**config.mk**
```make
export PLATFORM = sky130hd
export DESIGN_NAME = tc_add_reduce
export DESIGN_NICKNAME = d
export VERILOG_FILES = /design/src/rtl/tc_add_reduce_pkg.sv /design/src/rtl/tc_add_reduce_buf.sv /design/src/rtl/tc_add_reduce.sv
export SDC_FILE = /design/constraint.sdc
export NUM_CORES = 1
export LEC_CHECK = 0
export BUFFER_PORTS_ARGS = -buffer_cell sky130_fd_sc_hd__buf_2
export CORE_MARGIN = 1.5
export CORE_UTILIZATION = 35
export CTS_CLUSTER_DIAMETER = 40
export DETAILED_ROUTE_END_ITERATION = 8
export GPL_ROUTABILITY_DRIVEN = 0
export SKIP_CTS_REPAIR_TIMING = 1
export SYNTH_ARGS = -nofsm -noshare
export SYNTH_HDL_FRONTEND = slang
export SYNTH_HIERARCHICAL = 1
export SYNTH_SLANG_ARGS = --single-unit
```
**constraint.sdc**
```tcl
create_clock -name clk -period 3.3 [get_ports clk]
set_input_delay 0.66 -clock clk [delete_from_list [all_inputs] [get_ports clk]]
set_output_delay 0.66 -clock clk [all_outputs]
set_load 0.02 [all_outputs]
```
**src/rtl/tc_add_reduce_pkg.sv**
```systemverilog
// Shared types for tc_add_reduce: state encoding, fflags bit positions, tag payload.
// `DEPTH_WARP normally comes from define.v; a fallback width is provided here.
`timescale 1ns/1ps
`ifndef DEPTH_WARP
`define DEPTH_WARP 4
`endif

package tc_add_reduce_pkg;

  localparam int unsigned RM_W     = 3;
  localparam int unsigned REG_W    = 8;
  localparam int unsigned FFLAGS_W = 5;
  localparam int unsigned WARP_W   = `DEPTH_WARP;

  // fflags bit positions
  localparam int unsigned FF_NV = 4;
  localparam int unsigned FF_DZ = 3;
  localparam int unsigned FF_OF = 2;
  localparam int unsigned FF_UF = 1;
  localparam int unsigned FF_NX = 0;

  typedef enum logic [1:0] {
    IDLE   = 2'd0,
    REDUCE = 2'd1,
    DONE   = 2'd2
  } state_e;

  // Writeback tag carried alongside each job
  typedef struct packed {
    logic [REG_W-1:0]  reg_idxw;
    logic [WARP_W-1:0] warpid;
  } tag_t;

  function automatic int unsigned calc_w(input int unsigned expwidth, input int unsigned precision);
    return expwidth + precision;
  endfunction

endpackage

```
**src/rtl/tc_add_reduce_buf.sv**
```systemverilog
// tc_reduce_buf: shift-style operand FIFO with parallel load, pop-2 and push-1.
// A push in the same cycle as a pop-2 lands right after the surviving entries.
`timescale 1ns/1ps
module tc_reduce_buf #(
  parameter  int unsigned W     = 32,
  parameter  int unsigned DEPTH = 5,
  localparam int unsigned CW    = $clog2(DEPTH + 1)
) (
  input  logic               clk,
  input  logic               rst_n,
  input  logic               clear,
  input  logic               load,
  input  logic [DEPTH*W-1:0] load_data,
  input  logic               pop2,
  input  logic               push,
  input  logic [W-1:0]       push_data,
  output logic [W-1:0]       head0,
  output logic [W-1:0]       head1,
  output logic [CW-1:0]      count
);

  localparam int unsigned IW = $clog2(DEPTH);

  logic [W-1:0]  ent_q [DEPTH];
  logic [W-1:0]  ent_n [DEPTH];
  logic [CW-1:0] cnt_q;
  logic [CW-1:0] cnt_n;
  logic [CW-1:0] base;

  // Next buffer contents: clear, load, or shift-down-by-2 followed by tail push
  always_comb begin
    ent_n = ent_q;
    cnt_n = cnt_q;
    base  = cnt_q;
    if (clear) begin
      for (int unsigned i = 0; i < DEPTH; i++) ent_n[i] = '0;
      cnt_n = '0;
    end else if (load) begin
      for (int unsigned i = 0; i < DEPTH; i++) ent_n[i] = load_data[i*W +: W];
      cnt_n = CW'(DEPTH);
    end else begin
      if (pop2) begin
        for (int unsigned i = 0; i < DEPTH - 2; i++) ent_n[i] = ent_q[i+2];
        ent_n[DEPTH-2] = '0;
        ent_n[DEPTH-1] = '0;
        base = cnt_q - CW'(2);
      end
      if (push) ent_n[IW'(base)] = push_data;
      cnt_n = base + CW'(push);
    end
  end

  // Buffer state register
  always_ff @(posedge clk or negedge rst_n) begin
    if (!rst_n) begin
      for (int unsigned i = 0; i < DEPTH; i++) ent_q[i] <= '0;
      cnt_q <= '0;
    end else begin
      ent_q <= ent_n;
      cnt_q <= cnt_n;
    end
  end

  assign head0 = ent_q[0];
  assign head1 = ent_q[1];
  assign count = cnt_q;

endmodule

```
**src/rtl/tc_add_reduce.sv**
```systemverilog
// tc_add_reduce: reduces NUM_OPS values plus accumulator C through an external
// pipelined FP adder, pairing operands in FIFO order.
// Optional tag check enabled by defining TC_ADD_REDUCE_TAGCHK_EN.
`timescale 1ns/1ps
module tc_add_reduce
  import tc_add_reduce_pkg::*;
#(
  parameter int unsigned EXPWIDTH  = 8,
  parameter int unsigned PRECISION = 24,
  parameter int unsigned NUM_OPS   = 4,
  parameter int unsigned PIPE_LAT  = 2,
  localparam int unsigned W        = EXPWIDTH + PRECISION
) (
  input  logic                   clk,
  input  logic                   rst_n,
  input  logic                   job_valid_i,
  output logic                   job_ready_o,
  input  logic [NUM_OPS*W-1:0]   job_data_i,
  input  logic [W-1:0]           job_c_i,
  input  logic [2:0]             job_rm_i,
  input  logic [7:0]             job_reg_idxw_i,
  input  logic [`DEPTH_WARP-1:0] job_warpid_i,
  output logic                   add_valid_o,
  input  logic                   add_ready_i,
  output logic [W-1:0]           add_a_o,
  output logic [W-1:0]           add_b_o,
  output logic [2:0]             add_rm_o,
  output logic [W-1:0]           add_ctrl_c_o,
  output logic [2:0]             add_ctrl_rm_o,
  output logic [7:0]             add_ctrl_reg_idxw_o,
  output logic [`DEPTH_WARP-1:0] add_ctrl_warpid_o,
  input  logic                   add_valid_i,
  output logic                   add_ready_o,
  input  logic [W-1:0]           add_result_i,
  input  logic [4:0]             add_fflags_i,
  input  logic [7:0]             add_ctrl_reg_idxw_i,
  input  logic [`DEPTH_WARP-1:0] add_ctrl_warpid_i,
  output logic                   out_valid_o,
  input  logic                   out_ready_i,
  output logic [W-1:0]           out_result_o,
  output logic [4:0]             out_fflags_o,
  output logic [7:0]             out_reg_idxw_o,
  output logic [`DEPTH_WARP-1:0] out_warpid_o,
  output logic                   err_o
);

  localparam int unsigned DEPTH = NUM_OPS + 1;
  localparam int unsigned BCW   = $clog2(DEPTH + 1);
  localparam int unsigned CW    = $clog2(NUM_OPS + 1);

  // Elaboration-time sanity of the configuration
  if (NUM_OPS < 2 || PIPE_LAT < 1 || calc_w(EXPWIDTH, PRECISION) != W) begin : g_bad_cfg
    $error("tc_add_reduce: NUM_OPS must be >= 2 and PIPE_LAT >= 1");
  end

  state_e               state_q, state_n;
  logic [CW-1:0]        issued_q, returned_q;
  logic [RM_W-1:0]      rm_q;
  tag_t                 tag_q;
  logic [FFLAGS_W-1:0]  fflags_q;

  logic [W-1:0]   head0, head1;
  logic [BCW-1:0] count;
  logic           buf_clear, buf_load, fire, ret;

  tc_reduce_buf #(.W(W), .DEPTH(DEPTH)) u_buf (
    .clk       (clk),
    .rst_n     (rst_n),
    .clear     (buf_clear),
    .load      (buf_load),
    .load_data ({job_data_i, job_c_i}),
    .pop2      (fire),
    .push      (ret),
    .push_data (add_result_i),
    .head0     (head0),
    .head1     (head1),
    .count     (count)
  );

  // Next state, handshakes and output decode from registered state
  always_comb begin
    state_n             = state_q;
    job_ready_o         = 1'b0;
    add_valid_o         = 1'b0;
    add_ready_o         = 1'b0;
    add_a_o             = '0;
    add_b_o             = '0;
    out_valid_o         = 1'b0;
    out_result_o        = '0;
    buf_clear           = 1'b0;
    buf_load            = 1'b0;
    fire                = 1'b0;
    ret                 = 1'b0;
    unique case (state_q)
      IDLE: begin
        job_ready_o = 1'b1;
        if (job_valid_i) begin
          buf_load = 1'b1;
          state_n  = REDUCE;
        end
      end
      REDUCE: begin
        add_ready_o = 1'b1;
        add_valid_o = (count >= BCW'(2)) && (issued_q < CW'(NUM_OPS));
        add_a_o     = head0;
        add_b_o     = head1;
        fire        = add_valid_o && add_ready_i;
        ret         = add_valid_i;
        if (ret && returned_q == CW'(NUM_OPS - 1)) state_n = DONE;
      end
      DONE: begin
        out_valid_o  = 1'b1;
        out_result_o = head0;
        if (out_ready_i) begin
          buf_clear = 1'b1;
          state_n   = IDLE;
        end
      end
      default: state_n = IDLE;
    endcase
  end

  assign add_rm_o            = rm_q;
  assign add_ctrl_c_o        = '0;
  assign add_ctrl_rm_o       = rm_q;
  assign add_ctrl_reg_idxw_o = tag_q.reg_idxw;
  assign add_ctrl_warpid_o   = tag_q.warpid;
  assign out_fflags_o        = fflags_q;
  assign out_reg_idxw_o      = tag_q.reg_idxw;
  assign out_warpid_o        = tag_q.warpid;

  // State register
  always_ff @(posedge clk or negedge rst_n) begin
    if (!rst_n) state_q <= IDLE;
    else        state_q <= state_n;
  end

  // Job context, issue/return counters and fflags accumulator
  always_ff @(posedge clk or negedge rst_n) begin
    if (!rst_n) begin
      issued_q   <= '0;
      returned_q <= '0;
      rm_q       <= '0;
      tag_q      <= '0;
      fflags_q   <= '0;
    end else if (buf_load) begin
      issued_q       <= '0;
      returned_q     <= '0;
      rm_q           <= job_rm_i;
      tag_q.reg_idxw <= job_reg_idxw_i;
      tag_q.warpid   <= job_warpid_i;
      fflags_q       <= '0;
    end else begin
      if (fire) issued_q <= issued_q + CW'(1);
      if (ret) begin
        returned_q <= returned_q + CW'(1);
        fflags_q   <= fflags_q | add_fflags_i;
      end
    end
  end

`ifdef TC_ADD_REDUCE_TAGCHK_EN
  logic err_q;

  // Sticky flag on any returned tag differing from the job's tag
  always_ff @(posedge clk or negedge rst_n) begin
    if (!rst_n) err_q <= 1'b0;
    else if (ret && (add_ctrl_reg_idxw_i != tag_q.reg_idxw || add_ctrl_warpid_i != tag_q.warpid))
      err_q <= 1'b1;
  end

  assign err_o = err_q;
`else
  logic unused_tags;
  assign unused_tags = ^{add_ctrl_reg_idxw_i, add_ctrl_warpid_i};
  assign err_o       = 1'b0;
`endif

endmodule

```
==> PnR_summary.wiki <==
{| class="wikitable"
! Metric !! Value
|-
| Status || completed
|-
| Area growth, synth to finish || 17.8%
|-
| Headroom to the max-slew limit || 23.7%
|-
| Met2 GRT Util || between 30% and 40%
|-
| Number of antenna-violating nets in the routed design || 0
|-
| Bufs on Longest Clock Path || 2
|-
| Primary FF master, synth || dfrtp_1
|-
| Clock tree from TritonCTS || built
|-
| Number of flip-flops and latches in the synthesized netlist || 191
|-
| Most frequent cells after synthesis || dfrtp_1 (191), buf_4 (120), nand2_1 (101)
|-
| Overall Global Routing Usage || a little over a fifth
|-
| Antenna violations before repair || 6
|-
| Nature of the critical path endpoint || flip-flop
|-
| Final count of pins violating max slew || 0
|-
| Sum of overflow across all layers after global routing || 0
|-
| Worst r2r path cells || 5
|-
| Number of vias per cell after detailed routing || between 5 and 6
|-
| Clock-pin slew on the worst setup and hold paths || 80 ps
|-
| Final period demand of the worst path || 2960 ps
|-
| Number of CTS-inserted buffers || 17
|-
| Post-synthesis cell type count || 47
|-
| Starting density of the core || 35.5%
|-
| Fraction of met3 tracks used by global routing || under 10%
|-
| Std-Cell Rows || 66
|-
| Filler instances || approximately 3,300
|-
| Remaining DRCs || 0
|-
| Number of global-route vias before repair || between 9,000 and 10,000
|-
| Starting DRC count in detailed routing || 614
|-
| TNS Setup || 0 ps
|-
| Portion of the post-synthesis area used by sequential elements || approximately two fifths
|-
| Detailed-route via count || 9,901
|-
| Cell-internal power || approximately 7300 uW
|-
| Post-route cell area || around 14,000 um^2
|-
| Kind of start point of the critical path || flip-flop
|-
| Yosys synthesis warning count || 6
|-
| Final total power || ~13,000 uW
|-
| Total power density per cell area || 931 nW/um^2
|-
| Die W || ~180 um
|-
| DIE HEIGHT || around 180 um
|-
| Level count of the clock H-tree || 4
|-
| Syn Area/Cell || about 9.4 um^2
|-
| Count of clock tree sinks || 191
|-
| Async SR Flop Fraction || 100%
|-
| Min setup slack post-route || about 340 ps
|-
| Proportion of power drawn by the clock network || 16.9%
|-
| Critical path data arrival time || between 3000 and 4000 ps
|-
| Share of the clock period used by the worst path after layout || 89.7%
|-
| Peak supply drop || between 0.0005 and 0.0006 V
|-
| Part of the power in registers || around a third
|-
| Endpoint of the lowest-slack register-to-register path || u_buf/head0[24]$_DFF_PN0_
|-
| Cell type contributing the most total cell area after synthesis || dfrtp_1
|-
| Insertion delay of the later-clocked pin in the worst-skew pair || around 450 ps
|-
| Maximum number of pins on one net before global-route repair || between 150 and 200
|-
| Area of placed instances || about 13,000 um^2
|-
| FF-to-FF setup slack || about 340 ps
|-
| Reg2reg start || u_buf/count[2]$_DFF_PN0_
|-
| Wire length of the first global-routing pass || 56,200 um
|-
| Total standard cell area after synthesis || roughly 12,000 um^2
|-
| Maximum clock frequency || about 340 MHz
|-
| Peak-usage layer in the global routing report || met2
|-
| Clk root buf || clkbuf_16
|-
| Leak Pwr || between 0.006 and 0.007 uW
|-
| Transition time at the pin with the least slew margin || around 1100 ps
|-
| Most repeated cell in the gate-level netlist after synthesis || dfrtp_1
|-
| Die Footprint || between 30,000 and 40,000 um^2
|-
| Number of placed instances with taps included || ~1,900
|-
| Synth top area cells || dfrtp_1 (41%), mux2i_1 (8.6%), buf_4 (7.8%), and2_1 (5.3%), o311ai_0 (4.7%)
|-
| DP Wirelength || between 20,000 and 25,000 um
|-
| Placeable core region || between 30,000 and 40,000 um^2
|-
| Final hold violation count || 0
|-
| GR Layer Usage met1 || between 20% and 30%
|-
| Per-cell routed wire length || about 19 um
|-
| Required time worst endpoint || approximately 3600 ps
|-
| Area share of the largest cell type after synthesis || 41.4%
|-
| Min-delay worst type || in2async
|-
| Net load switching power || 5370 uW
|-
| Number of standard cells in the layout, taps in and fillers out || between 1,500 and 2,000
|-
| Post-detailed-routing wire length || 36,800 um
|-
| Io pins || slightly below 400
|-
| Net switching fraction of the power || between 40 and 50%
|-
| Highest fanout seen on the critical path || about 160
|-
| Number of setup violations in the final report || 0
|-
| EDFF count, synth || 0
|-
| Post-Place Worst Slack || a little over 400 ps
|-
| TritonRoute pass-1 iters || 5
|-
| Type of the worst setup path || reg2reg
|-
| Combinational cell fraction of total power || 49.8%
|-
| Unrepaired setup endpoints after global routing || no
|-
| Clk_skew || between 9 and 10 ps
|-
| Buffers on Ports || roughly 350
|-
| Synth Instances || 1,232
|-
| Number of max-capacitance violations reported || 0
|-
| Net count reported at finish || 1,679
|-
| Fraction of final layout cells sized beyond drive strength 1 || between 30% and 40%
|}
cell type report:
type	instances	area [um^2]	share of cell area, %
Inverter	7	28.8	0.212
Sequential cell	191	4780	35.1
Multi-Input combinational cell	845	5550	40.8
Timing Repair Buffer	382	2080	15.3
Clock buffer	21	460	3.39
Antenna cell	6	15.0	0.110
Tap cell	442	553	4.07
Clock inverter	11	133	0.975
power groups by stage:
stage / clock network, uW / registers (uW) / logic [uW]
2_1_floorplan: 0 / 4150 / 5070
3_3_place_gp: 0 / 4190 / 6210
3_5_place_dp: 0 / 4230 / 6300
4_1_cts: 2210 / 4200 / 6330
5_1_grt: 2290 / 4350 / 6930
6_report: 2140 / 4210 / 6310
state kept, by name, summed over array words and instances, names as in the netlist:
signal / flops
add_ctrl_rm_o: 3
out_fflags_o: 5
u_buf/count: 3
u_buf/ent_q: 96
returned_q: 3
state_q: 2
u_buf/head1: 32
u_buf/head0: 32
add_ctrl_warpid_o: 4
issued_q: 3
add_ctrl_reg_idxw_o: 8
layer usage:
layer,routed length (um),vias up
met3,2310,36
met1,16300,4836
met4,654,2
met5,19,-
met2,17600,364
li1,-,4663
cells by family after synthesis:
| logic type | count (synthesis) | share of synthesized area, % |
|---|---|---|
| AO/OA/AOI/OAI | 236 | 15.0 |
| XOR/XNOR | 4 | 0.369 |
| adder cells (fa/ha/maj) | 5 | 0.542 |
| buffers and inverters | 228 | 12.1 |
| flip-flops | 191 | 41.4 |
| multiplexers | 115 | 10.6 |
| other | 1 | 0.0325 |
| AND/OR/NAND/NOR | 452 | 19.9 |
how the worst max path moves through the flow:
stage	start	to	cells past startpoint	slack [ps]
after floorplan	job_valid_i	u_buf/head0[22]$_DFF_PN0_	10	770
after global placement	u_buf/count[2]$_DFF_PN0_	u_buf/ent_q[19]$_DFF_PN0_	7	480
after detailed placement	u_buf/count[2]$_DFF_PN0_	u_buf/ent_q[89]$_DFF_PN0_	7	410
after CTS	u_buf/count[2]$_DFF_PN0_	u_buf/ent_q[90]$_DFF_PN0_	7	360
after global routing	u_buf/count[2]$_DFF_PN0_	u_buf/ent_q[5]$_DFF_PN0_	7	150
final	u_buf/count[2]$_DFF_PN0_	u_buf/head0[24]$_DFF_PN0_	5	340
per-stage QoR:
step | hold slack [ps] | util, %
floorplan | 364 | -
global placement | 471 | 39.9
detailed placement | 485 | 39.9
CTS | 269 | 41.7
global route | 281 | 41.8
finish | 248 | 41.8
worst max-delay path, stage by stage, from the launching register on:
cell and delay (ps):
dfrtp_1 570, nor2_1 160, nor4b_4 600, buf_12 560
mux2i_1 170, o311ai_0 380
cells in the final DEF, fill, tap and decap left out, types with 3 or more instances in the layout:
cell	count
clkbuf_16	17
ha_1	5
nor3_1	33
diode_2	6
a221oi_1	32
o21ai_0	59
o21ai_1	5
and2_1	96
buf_2	351
nand3_1	64
clkinv_4	4
clkbuf_8	3
nor2_1	76
dfrtp_1	191
nor2b_1	64
mux2i_1	99
a21oi_1	6
buf_4	23
conb_1	33
nand2_1	101
o311ai_0	62
inv_1	4
buf_12	7
mux2_4	15
a211oi_1	64
Note: power is estimated with default switching activity, not from simulation.
